===== config.mk =====
export PLATFORM = sky130hd
export DESIGN_NAME = regfile_wb_arbiter
export DESIGN_NICKNAME = d
export VERILOG_FILES = /design/src/rtl/regfile_wb_arbiter.sv
export SDC_FILE = /design/constraint.sdc
export NUM_CORES = 1
export LEC_CHECK = 0
export CORE_MARGIN = 2
export CORE_UTILIZATION = 40
export CTS_BUF_LIST = sky130_fd_sc_hd__clkbuf_4 sky130_fd_sc_hd__clkbuf_8 sky130_fd_sc_hd__clkbuf_16
export CTS_CLUSTER_SIZE = 8
export DETAILED_ROUTE_END_ITERATION = 10
export PLACE_DENSITY_LB_ADDON = 0.25
export SLEW_MARGIN = 25
export SYNTH_ARGS = -nofsm -noshare
export SYNTH_HDL_FRONTEND = slang
export SYNTH_SLANG_ARGS = --single-unit

===== constraint.sdc =====
create_clock -name clk -period 2.7 [get_ports clk]
set_input_delay 0.27 -clock clk [delete_from_list [all_inputs] [get_ports clk]]
set_output_delay 0.27 -clock clk [all_outputs]
set_load 0.1 [all_outputs]

===== src/rtl/regfile_wb_arbiter.sv =====
// Two-source writeback arbiter for the register-file write port.
// LSU (req1) has priority; ALU (req0) wins after MAX_WAIT losses. WB_FWD_EN adds bypass.
module regfile_wb_arbiter #(
  parameter int ADDR_W   = 5,
  parameter int DATA_W   = 32,
  parameter int MAX_WAIT = 3
) (
  input  logic                           clk,
  input  logic                           rst,
  input  logic                           req0_valid,
  input  logic [ADDR_W-1:0]              req0_addr,
  input  logic [DATA_W-1:0]              req0_data,
  output logic                           req0_ready,
  input  logic                           req1_valid,
  input  logic [ADDR_W-1:0]              req1_addr,
  input  logic [DATA_W-1:0]              req1_data,
  output logic                           req1_ready,
  output logic                           rf_we,
  output logic [ADDR_W-1:0]              rf_addr,
  output logic [DATA_W-1:0]              rf_wdata,
  output logic [$clog2(MAX_WAIT+1)-1:0]  starve_cnt
`ifdef WB_FWD_EN
  ,
  input  logic [ADDR_W-1:0]              fwd_addr_1,
  input  logic [ADDR_W-1:0]              fwd_addr_2,
  output logic                           fwd_hit_1,
  output logic                           fwd_hit_2,
  output logic [DATA_W-1:0]              fwd_data
`endif
);

  localparam int CNT_W = $clog2(MAX_WAIT+1);
  localparam logic [CNT_W-1:0] CNT_MAX = CNT_W'(MAX_WAIT);

  logic [CNT_W-1:0]  r_cnt;
  logic              r_we;
  logic [ADDR_W-1:0] r_addr;
  logic [DATA_W-1:0] r_data;

  logic              w_force;
  logic              w_g0;
  logic              w_g1;
  logic              w_xfer;
  logic [ADDR_W-1:0] w_addr;
  logic [DATA_W-1:0] w_data;
  logic [CNT_W-1:0]  w_cnt_nxt;

  assign w_force = (r_cnt == CNT_MAX);

  // Grants are forced low during reset so no source sees a phantom accept.
  always_comb begin
    w_g0 = 1'b0;
    w_g1 = 1'b0;
    if (!rst) begin
      if (w_force) begin
        if (req0_valid)      w_g0 = 1'b1;
        else if (req1_valid) w_g1 = 1'b1;
      end else begin
        if (req1_valid)      w_g1 = 1'b1;
        else if (req0_valid) w_g0 = 1'b1;
      end
    end
  end

  assign w_xfer = w_g0 | w_g1;
  assign w_addr = w_g1 ? req1_addr : req0_addr;
  assign w_data = w_g1 ? req1_data : req0_data;

  always_comb begin
    w_cnt_nxt = r_cnt;
    if (w_g0)
      w_cnt_nxt = '0;
    else if (req0_valid && w_g1 && r_cnt != CNT_MAX)
      w_cnt_nxt = r_cnt + 1'b1;
  end

  always_ff @(posedge clk or posedge rst) begin
    if (rst) begin
      r_cnt  <= '0;
      r_we   <= 1'b0;
      r_addr <= '0;
      r_data <= '0;
    end else begin
      r_cnt <= w_cnt_nxt;
      // x0 writes are accepted but never reach the register file.
      r_we  <= w_xfer && (w_addr != '0);
      if (w_xfer) begin
        r_addr <= w_addr;
        r_data <= w_data;
      end
    end
  end

  assign req0_ready = w_g0;
  assign req1_ready = w_g1;
  assign rf_we      = r_we;
  assign rf_addr    = r_addr;
  assign rf_wdata   = r_data;
  assign starve_cnt = r_cnt;

`ifdef WB_FWD_EN
  assign fwd_hit_1 = r_we && (r_addr == fwd_addr_1) && (fwd_addr_1 != '0);
  assign fwd_hit_2 = r_we && (r_addr == fwd_addr_2) && (fwd_addr_2 != '0);
  assign fwd_data  = r_data;
`endif

endmodule

Word level (Yosys, flattened, before mapping)
Cells that the tools add are included.
- register bits after elaboration: 40
- latch bits: 0
- RAM bits: 0
- ROM bits: 0
- output and inout port bits: 42
- memories kept: 0
- add/subtract/negate cells: 1
- multipliers: 0
- div/mod/pow operators: 0
- $lt $le $gt $ge: 0
- eq/ne operators: 2
- shift-type cells: 0
- multiplexer cells: 12
- bitwise operators: 1
- reductions and logical operators: 5
- operators by type and width (cell ; number):
    $mux W32 ; 1
    $mux W1 ; 8
    $mux W5 ; 1
    $reduce_bool A5 Y1 ; 1
    $mux W2 ; 2
    $logic_and A1 B1 Y1 ; 3
    $add A2 B1 Y2 const B ; 1
    $eq A2 B2 Y1 const B ; 1
    $ne A2 B2 Y1 const B ; 1
    $reduce_bool A2 Y1 ; 1
    $or A1 B1 Y1 ; 1

Depth between registers and ports, before layout
- depth in word-level cells: 8
- depth in mapped cells: 6
- gate-level depth less buffers: 4

Least setup slack after synthesis
Ideal clock, no wire load.
- path type: register -> output
- from: register r_cnt[1] (netlist: starve_cnt[1])
- to: output port req0_ready
- arrival: 2.751 ns
- data required time: 2.430 ns
- path slack: -0.321 ns
- cell stages (with the launch flop): 4
- path buffers: 0
- cells stage by stage: dfrtp_1 ha_1 or2b_1 nor2b_1
- cells in the longest elaborated chain, start to end: 3
- ends and longest elaborated chain (item ; RTL line ; RTL):
    start: declaration ; 35 ; logic [CNT_W-1:0] r_cnt;
    start signal: assignment ; 84 ; r_cnt <= w_cnt_nxt;
    $eq A2 B2 Y1 ; 48 ; assign w_force = (r_cnt == CNT_MAX);
    $mux W1 ; 55 ; if (w_force) begin
    $mux W1 ; 54 ; if (!rst) begin
    end: declaration ; 13 ; output logic req0_ready,
Every way passes these cells.

Final worst setup path
- from: register r_cnt[0] (netlist: starve_cnt[0])
- to: output port req1_ready
- cells in the longest elaborated chain, start to end: 3
- ends and longest elaborated chain (item ; RTL line ; RTL):
    $eq A2 B2 Y1 ; 48 ;
    $mux W1 ; 55 ;
    $mux W1 ; 54 ;
    end: declaration ; 17 ; output logic req1_ready,
Every way passes these cells.

==> results.yml <==
status:
  outcome: "completed"
cts:
  clock_latency_ns: 0.29
  cts_root_buf: "clkbuf_8"
  htreeDepth: 2
  cts.repair.resized: 0
  cts_tree: "yes"
  cts_setup_buffers: 0
  cts_buffers: 5
  ctsHoldBuffers: 0
  path_clk_slew_ns: 0.07
  cts_sinks: 40
  clockBufferDepth: 2
yosys:
  synth.most_common_cell: "dfrtp_1"
  synth-main-ff-cell: "dfrtp_1"
  yosysUniqueCellTypes: 30
  synth_common_cells: "dfrtp_1 (40), nor2_1 (38), a31oi_1 (36), nand3_1 (36), o21ai_0 (14)"
  synth_area_sq_um: 2100
  synth_nets: 308
  ys_seq_area_frac: 0.476
  synth.avg_cell_area_sq_um: 9.17
  async_flop_share: 1.00
  synth_area_leaders: "dfrtp_1 (48%), a31oi_1 (11%), nand3_1 (8.6%), nor2_1 (6.8%), o21ai_2 (4.2%)"
  synth_top_area_share: 0.476
  synth_cells: 229
  yosysTopAreaCell: "dfrtp_1"
  ys_warn_count: 0
  ys_ff_latch: 40
  synth_edf_count: 0
timing:
  hold_violations: 0
  fin_tns_setup_ns: 0
  fin_ws_ns: 0.741
  tightest_slew_ns: 0.528
  setup_violations: 0
  holdWs_ns: 0.0282
  fin_crit_ns: 1.96
  fin_skew_ns: 0.00520
  fin_crit_sh: 0.725
  max_slew_margin: 0.647
  finalMaxSlewViolations: 0
  rsz0062_at_grt: "no"
  fmax_ghz: 0.511
floorplanning:
  core_sq_um: 5070
  rows: 26
  chipWidth_um: 76.5
  die_height_um: 76.5
  die_area_sq_um: 5850
  ios: 120
  start_util: 0.414
global_route:
  grt_max_degree: 73
  grtUsageMet1: 0.271
  grt_pass1_vias: 2053
  antenna_found_initial: 0
  use_met3: 0.0628
  grt-ovfl-total: 0
  busiest_layer: "met2"
  grtUsageTotal: 0.204
  grt_pass1_wl_um: 9670
  use_met2: 0.327
worst_hold_path:
  hold_class: "in2async"
finish:
  n_antenna_cell: 0
  regArea_sq_um: 1000
  num-nets-final: 418
  area_growth_pct: 57.2
  final_core_util: 0.651
  nFillCells: 460
  multi_input_area_sq_um: 921
  layout-drive-gt1-share: 0.221
  fin_cells: 410
power_and_ir_drop:
  ir_drop_mv: 0.403
  p_per_area_nw_per_um2: 707
  p_int_mw: 1.26
  power_frac_clock: 0.209
  leakage_nw: 1.33
  switchingPower_mw: 1.08
  seqPwrFrac: 0.312
  swShare: 0.461
  combPwrFrac: 0.479
route:
  routed_wl_um: 5830
  viasPerCell: 5.21
  vias: 2136
  wl_per_cell_um: 14.2
  drc_errors: 0
  final_antenna_net_count: 0
  drt_iter0_drc: 124
  dr.pass1.iters: 4
setup_path:
  worst_r2r_path_depth: 5
  critical_path_required_ns: 2.43
  worstPathArrival_ns: 1.69
  path_max_fanout: 17
  critical_path_class: "reg2out"
  end_kind: "output port"
  start_kind: "flop"
run:
  drv_cap: 0
placement:
  io_buffers: 119
  preCtsSetupSlack_ns: 0.659
  place.gp.congestion: 0.778
  placed_cells: 402
  dp_hpwl_um: 4130
## layout by cell type (no fill, tap or decap), drive strengths merged
cell type	n
inv	1
o32ai	1
nand3	36
o21ba	1
clkbuf	6
or2b	1
clkinv	1
nor3	1
o21ai	37
nand2	1
dfrtp	40
mux2	1
or4	2
nand2b	1
bufinv	1
a31oi	36
a32oi	1
a22o	1
clkdlybuf4s50	76
nor2b	1
o21bai	1
nor2	38
a21bo	1
buf	51
ha	1
a21boi	1
a21oi	1
## kinds of logic after synthesis
group           synth area share
fa+ha+maj                0.00595
buf+inv                   0.0911
compound gates             0.247
simple gates               0.175
mux                      0.00536
flops                      0.476
## routing by layer
layer / part of all wire / wire length, um
met3: 0.084 / 487
met2: 0.49 / 2870
met5: 0 / 0
met4: 0.0053 / 31
met1: 0.42 / 2450
## worst max-delay path, stage by stage (launching register included)
cell and delay [ns]:
dfrtp_1 0.41, ha_1 0.27, a21bo_1 0.20, buf_4 0.19, nor2_2 0.14, buf_12 0.19
## final timing paths
| check | slack, ns | start | endpoint |
|---|---|---|---|
| setup / recovery | 0.74 | starve_cnt[0] | req1_ready |
| hold / removal | 0.03 | rst | rf_wdata[29] |
| setup reg to reg | 0.85 | starve_cnt[0] | rf_we |
| hold reg to reg | 0.51 | rf_addr[3] | rf_addr[3] |
| max in group asynchronous | 1.82 | rst | rf_addr[1] |
| min in group clk | 0.40 | rst | rf_wdata[21] |
## final cells by class
| class | instances | share of cell area |
|---|---|---|
| tap | 70 | 0.0265 |
| multi-input combinational | 164 | 0.279 |
| timing repair buffer | 127 | 0.357 |
| sequential | 40 | 0.303 |
| clock buffer | 6 | 0.0231 |
| inverter | 1 | 0.00114 |
| clock inverter | 2 | 0.0106 |
## sequential cells by signal, indices dropped and copies added, names as in the netlist
register / count
starve_cnt: 2
rf_we: 1
rf_addr: 5
rf_wdata: 32
## power by group through the flow
stage               Sequential, mW  Combinational [mW]  Clock [mW]
floorplan                     1.34               0.215           0
global placement             0.736                1.12           0
detailed placement           0.739                1.12           0
CTS                          0.729                1.13       0.504
global route                 0.740                1.16       0.528
finish                       0.729                1.12       0.487
## per-stage QoR
step                power (mW)  cell area, sq um
global route              2.43              3300
detailed placement        1.86              3190
floorplan                 1.56              2110
finish                    2.33              3300
global placement          1.85              3190
CTS                       2.36              3300
(Power assumes the default switching activity.)
